--- config.mk ---
export PLATFORM = sky130hd
export DESIGN_NAME = qsin_dds_ctrl
export DESIGN_NICKNAME = d
export VERILOG_FILES = /design/src/rtl/dds_pkg.sv /design/src/rtl/dds_phase_acc.sv /design/src/rtl/qsin_dds_ctrl.sv
export SDC_FILE = /design/constraint.sdc
export NUM_CORES = 1
export LEC_CHECK = 0
export ABC_AREA = 0
export CAP_MARGIN = 30
export CORE_UTILIZATION = 35
export DETAILED_ROUTE_END_ITERATION = 7
export DONT_BUFFER_PORTS = 1
export GPL_ROUTABILITY_DRIVEN = 0
export HOLD_SLACK_MARGIN = 0.06
export PLACE_DENSITY = 0.48
export SETUP_SLACK_MARGIN = 0.1
export SLEW_MARGIN = 0
export SYNTH_ARGS = -nofsm -noshare
export SYNTH_HDL_FRONTEND = slang
export SYNTH_SLANG_ARGS = --single-unit
--- constraint.sdc ---
create_clock -name clk -period 3.9 [get_ports clk]
set_clock_uncertainty 0.15 [all_clocks]
set_input_delay 0.39 -clock clk [delete_from_list [all_inputs] [get_ports clk]]
set_output_delay 0.39 -clock clk [all_outputs]
set_load 0.01 [all_outputs]
--- src/rtl/dds_pkg.sv ---
// dds_pkg: shared types and limits for the quarter-sine DDS sequencer.
package dds_pkg;
  typedef enum logic [1:0] {IDLE, RUN, DRAIN} state_t;
  typedef logic [1:0] quad_t;
  localparam int ROM_LAT_MAX = 3;
endpackage

--- src/rtl/dds_phase_acc.sv ---
// dds_phase_acc: phase accumulator with a programmable sample-rate divider.
module dds_phase_acc #(
  parameter int PW   = 32,
  parameter int AW   = 8,
  parameter int DIVW = 16
) (
  input  logic            clk,
  input  logic            rst_n,
  input  logic            load,
  input  logic            en,
  input  logic [PW-1:0]   phase_init,
  input  logic [PW-1:0]   ftw,
  input  logic [DIVW-1:0] div,
  output logic            tick,
  output logic [1:0]      quad,
  output logic [AW-1:0]   idx
);
  logic [PW-1:0]   acc_q, acc_d, ftw_q, ftw_d;
  logic [DIVW-1:0] div_q, div_d, cnt_q, cnt_d;
  always_comb begin
    tick  = en && cnt_q == div_q;
    ftw_d = load ? ftw : ftw_q;
    div_d = load ? div : div_q;
    cnt_d = (load || tick) ? '0 : en ? cnt_q + 1'b1 : cnt_q;
    // every tick advances the phase, whether or not the sample gets issued
    acc_d = load ? phase_init : tick ? acc_q + ftw_q : acc_q;
  end
  always_ff @(posedge clk or negedge rst_n) begin
    if (!rst_n) begin
      acc_q <= '0;
      ftw_q <= '0;
      div_q <= '0;
      cnt_q <= '0;
    end else begin
      acc_q <= acc_d;
      ftw_q <= ftw_d;
      div_q <= div_d;
      cnt_q <= cnt_d;
    end
  end
  assign quad = acc_q[PW-1 -: 2];
  assign idx  = acc_q[PW-3 -: AW];
endmodule

--- src/rtl/qsin_dds_ctrl.sv ---
// qsin_dds_ctrl: sequences quarter-sine ROM reads from a phase accumulator
// and presents quadrant + magnitude on a valid/ready stream.
module qsin_dds_ctrl
  import dds_pkg::*;
#(
  parameter int PW      = 32,
  parameter int AW      = 8,
  parameter int DW      = 16,
  parameter int ROM_LAT = 1,
  parameter int DIVW    = 16
) (
  input  logic            clk,
  input  logic            rst_n,
  input  logic            start,
  input  logic            stop,
  input  logic [PW-1:0]   ftw,
  input  logic [PW-1:0]   phase_init,
  input  logic [DIVW-1:0] rate_div,
  output logic            rom_en,
  output logic [AW-1:0]   rom_addr,
  input  logic [DW-1:0]   rom_data,
  output logic [1:0]      out_quadrant,
  output logic [DW-1:0]   out_qsin,
  output logic            out_valid,
  input  logic            out_ready,
  output logic            busy,
  output logic            overrun
);
  if (ROM_LAT < 1 || ROM_LAT > ROM_LAT_MAX) begin : g_lat_chk
    $error("ROM_LAT must be within 1..%0d", ROM_LAT_MAX);
  end
  state_t             state_q, state_d;
  logic               rom_en_q, rom_en_d, out_valid_q, out_valid_d, overrun_q, overrun_d;
  logic [AW-1:0]      rom_addr_q, rom_addr_d, idx;
  logic [ROM_LAT-1:0] vld_q, vld_d;
  quad_t              quad_q [ROM_LAT];
  quad_t              quad_d [ROM_LAT];
  quad_t              quad, out_quad_q, out_quad_d;
  logic [DW-1:0]      out_qsin_q, out_qsin_d;
  logic               start_go, tick, in_flight, issue, cap;
  assign start_go  = state_q == IDLE && start && !stop;
  assign in_flight = |vld_q;
  assign issue     = tick && !in_flight && !out_valid_q;
  assign cap       = vld_q[ROM_LAT-1];
  dds_phase_acc #(.PW(PW), .AW(AW), .DIVW(DIVW)) u_acc (
    .clk        (clk),
    .rst_n      (rst_n),
    .load       (start_go),
    .en         (state_q == RUN),
    .phase_init (phase_init),
    .ftw        (ftw),
    .div        (rate_div),
    .tick       (tick),
    .quad       (quad),
    .idx        (idx)
  );
  always_ff @(posedge clk or negedge rst_n) begin
    if (!rst_n) state_q <= IDLE;
    else        state_q <= state_d;
  end
  // leaving DRAIN looks at next-cycle valid so busy falls right after the last transfer
  always_comb begin
    state_d = (state_q == IDLE && start_go) ? RUN :
              (state_q == RUN && stop) ? DRAIN :
              (state_q == DRAIN && !in_flight && !out_valid_d) ? IDLE : state_q;
  end
  always_comb begin
    rom_en_d    = issue;
    rom_addr_d  = issue ? (quad[0] ? ~idx : idx) : rom_addr_q;
    vld_d[0]    = issue;
    quad_d[0]   = quad;
    for (int i = 1; i < ROM_LAT; i++) begin
      vld_d[i]  = vld_q[i-1];
      quad_d[i] = quad_q[i-1];
    end
    out_valid_d = cap | (out_valid_q & ~out_ready);
    out_qsin_d  = cap ? rom_data : out_qsin_q;
    out_quad_d  = cap ? quad_q[ROM_LAT-1] : out_quad_q;
    overrun_d   = start_go ? 1'b0 : overrun_q | (tick & ~issue);
  end
  always_ff @(posedge clk or negedge rst_n) begin
    if (!rst_n) begin
      rom_en_q    <= 1'b0;
      rom_addr_q  <= '0;
      vld_q       <= '0;
      quad_q      <= '{default: '0};
      out_valid_q <= 1'b0;
      out_qsin_q  <= '0;
      out_quad_q  <= '0;
      overrun_q   <= 1'b0;
    end else begin
      rom_en_q    <= rom_en_d;
      rom_addr_q  <= rom_addr_d;
      vld_q       <= vld_d;
      quad_q      <= quad_d;
      out_valid_q <= out_valid_d;
      out_qsin_q  <= out_qsin_d;
      out_quad_q  <= out_quad_d;
      overrun_q   <= overrun_d;
    end
  end
  assign rom_en       = rom_en_q;
  assign rom_addr     = rom_addr_q;
  assign out_valid    = out_valid_q;
  assign out_qsin     = out_qsin_q;
  assign out_quadrant = out_quad_q;
  assign overrun      = overrun_q;
  assign busy         = state_q != IDLE;
endmodule
==> run metrics <==
hold crit path type=in -> reg; Core Region=just under 20000 um2; P_leak=0.00418 uW; post-synthesis sequential area ratio=between 40% and 50%; area grow syn2layout=26.8%; cell area after synthesis=approximately 7000 um2; reg2reg path depth=10; Longest Clk Path Bufs=2; DR vias=5515; # Post-CTS Setup Buffers=0; Highest Signal Layer=met4; Pwr Density=855 nW/um2; Post-synth EDFFs=0; WL met1=about 8100 um; CP startpoint=u_acc.ftw_q[0]; DRC violation count after routing=0; Clock Tree Root=clkbuf_16; Synth area leader=dfrtp_1; RSZ-0062 raised after global routing=false; chip height=between 100 and 150 um; port bufs=0; final worst slack=0.908 ns; CP required=just over 4 ns; Critical Path Sink Type=register; share of post-route cells with drive strength above 1=slightly below 9%; router iterations before antenna repair=4; Max Cap Viol=0; maximum vdd drop=0.320 mV; final hold violations=0; Total GRT Usage=around 18%; Post-synth ARST share=100%; Worst R2R Setup Slack=approximately 0.9 ns; Worst Path Arrival=3.14 ns; Final HPWL DP=roughly 12000 um; total wire length=17400 um; wire per inst=15.5 um; Final #Nets=a little under 1k; synthesized flop and latch total=~130; Boundary Pins=roughly 130; Max Slew Vio Count=0; Die X=143 um; CTS resizes=0; worst r2r dst=u_acc.acc_q[24]; GRT Residual Overflow=0; worst slack, placed=approximately 0.95 ns; post-synth top area share=46.3%; initial antenna violation count=1; CTS Hold Bufs=98; main flop type after synthesis=dfrtp_1; H-tree levels=4; distinct cell type count after synthesis=49; relative slew slack=between 30% and 40%; met2 routed WL=between 8000 and 9000 um; Least-Margin Pin Slew=0.968 ns; CP Class=reg -> reg; crit path max fanout=5; DR iter-0 viols=232; largest cells by area after synthesis=dfrtp_1 (46%), nand2_1 (9.9%), ha_1 (5.7%); Row Count=a little over 50; number of global-route vias before repair=about 5.8k; crit share post-route=roughly three quarters; Fin Setup TNS=0 ns; CTS sink cnt=between 100 and 150; setup violators final=0; syn avg cell area=around 9.3 um2; effective utilization at floorplan=a little over a third; fin crit period=~3 ns; critical path endpoint=u_acc.acc_q[24]; cells after synthesis=750; hold_sp=phase_init[30]; Final ANT Viol Nets=0; syn nets=884; Synth warnings=0; via-per-instance ratio=between 4 and 5; Critical R2R Launch=u_acc.ftw_q[0]; pin count of the biggest net entering global routing=130; global-route wire length before repair=about 28000 um; TritonCTS Buffers=17; startpoint types=register; outcome=completed; Worst-path clk slew=roughly 0.06 ns; Fmax=334 MHz; CTS tree=yes; clock latency on the worst-skew pair=0.42 ns; wire length on met3=656 um; die footprint=20500 um2
[cell type report]
type	instances	area, um2
antenna	1	2.50
clock buffer	17	425
clock inverter	15	185
fill	1956	10600
inverter	8	30.0
multi-input combinational	577	3580
sequential	129	3230
tap	265	332
timing repair buffer	106	1060
[where the power goes]
| part | switching, uW | internal, uW | total (uW) |
|---|---|---|---|
| Clock | 640 | 1010 | 1650 |
| Sequential | 396 | 1820 | 2220 |
| Combinational | 2080 | 1600 | 3690 |
[metal layers]
metal | track usage, % | vias up
met5 | 0 | -
met4 | 5.94 | 0
met3 | 4.06 | 14
met2 | 30.1 | 115
met1 | 22.4 | 2639
li1 | - | 2747
[state kept, by name, summed over array words and instances (netlist names)]
register	count
u_acc.acc_q	32
rom_addr	8
quad_q	2
u_acc.cnt_q	16
u_acc.div_q	16
out_qsin	16
state_q	2
out_quadrant	2
overrun	1
rom_en	1
u_acc.ftw_q	32
out_valid	1
[worst max-delay path, stage by stage (launching register included)]
cell      delay, ns
dfrtp_1        0.38
ha_1           0.22
fa_1           0.41
a21oi_1        0.24
o211ai_1       0.15
or3b_1         0.24
a21o_1         0.26
o211a_4        0.24
nor2_1         0.06
or3_1          0.30
a31o_1         0.21
[worst min path at each step]
| stage | to | depth (start not counted) |
|---|---|---|
| 6_report | u_acc.acc_q[30] | 3 |
| 5_1_grt | u_acc.acc_q[30] | 3 |
| 4_1_cts | u_acc.acc_q[30] | 3 |
| 3_5_place_dp | u_acc.ftw_q[20] | 0 |
| 3_3_place_gp | u_acc.ftw_q[19] | 0 |
| 2_1_floorplan | out_qsin[0] | 0 |
[cells in the mapped netlist, drive strengths merged (5+ instances only)]
master	instances
nand2	184
dfrtp	129
a21oi	62
xor2	42
nor2	40
ha	32
clkbuf	28
mux2	26
xnor2	26
o21ai	25
a21o	21
a211oi	14
o22ai	14
nand3	11
nand4	10
and2	8
buf	8
inv	8
nor3	7
and3	6
o21a	5
or3	5
[cells by family after synthesis]
kind of cell / after synthesis / share of synthesized area, %
AO/OA/AOI/OAI: 162 / 14.4
AND/OR/NAND/NOR: 285 / 17.6
flip-flops: 129 / 46.3
multiplexers: 29 / 4.63
buffers and inverters: 44 / 2.42
XOR/XNOR: 68 / 8.55
adder cells (fa/ha/maj): 33 / 6.03
[metrics by stage]
step                instances  area (um2)  hold slack (ns)  util (%)  total power [uW]
detailed placement        987        7230          -0.0472      37.1              5780
finish                   1118        8840            0.121      45.4              7560
CTS                      1117        8840            0.108      45.4              7610
global route             1118        8840            0.135      45.4              8210
floorplan                 750        6970          -0.0556         -              5010
global placement          987        7230          -0.0490      37.1              5740
[cell usage in the layout, fill, tap and decap left out, types with 3 or more instances in the layout]
cell type / netlist / routed
clkinvlp_4: 0 / 4
mux2i_1: 3 / 3
dfrtp_1: 129 / 129
nand2_1: 184 / 184
dlygate4sd3_1: 0 / 97
buf_4: 0 / 8
o22ai_1: 14 / 14
and3_1: 5 / 5
nor2b_1: 3 / 3
o21ai_0: 18 / 18
bufinv_16: 0 / 3
a21oi_1: 62 / 62
nand3_1: 11 / 11
nand4_1: 10 / 10
o21a_1: 5 / 5
inv_1: 8 / 8
o211ai_1: 3 / 3
a211oi_1: 14 / 14
clkinv_4: 0 / 3
xor2_1: 42 / 42
nor2_1: 40 / 40
mux2_2: 26 / 26
o21ai_1: 7 / 7
a21o_1: 21 / 21
nand2b_1: 3 / 3
or3_1: 5 / 4
ha_1: 32 / 32
and2_1: 8 / 8
clkbuf_16: 0 / 17
xnor2_1: 26 / 26
nor3_1: 6 / 5
No activity file was read; power rests on OpenSTA's default activity.
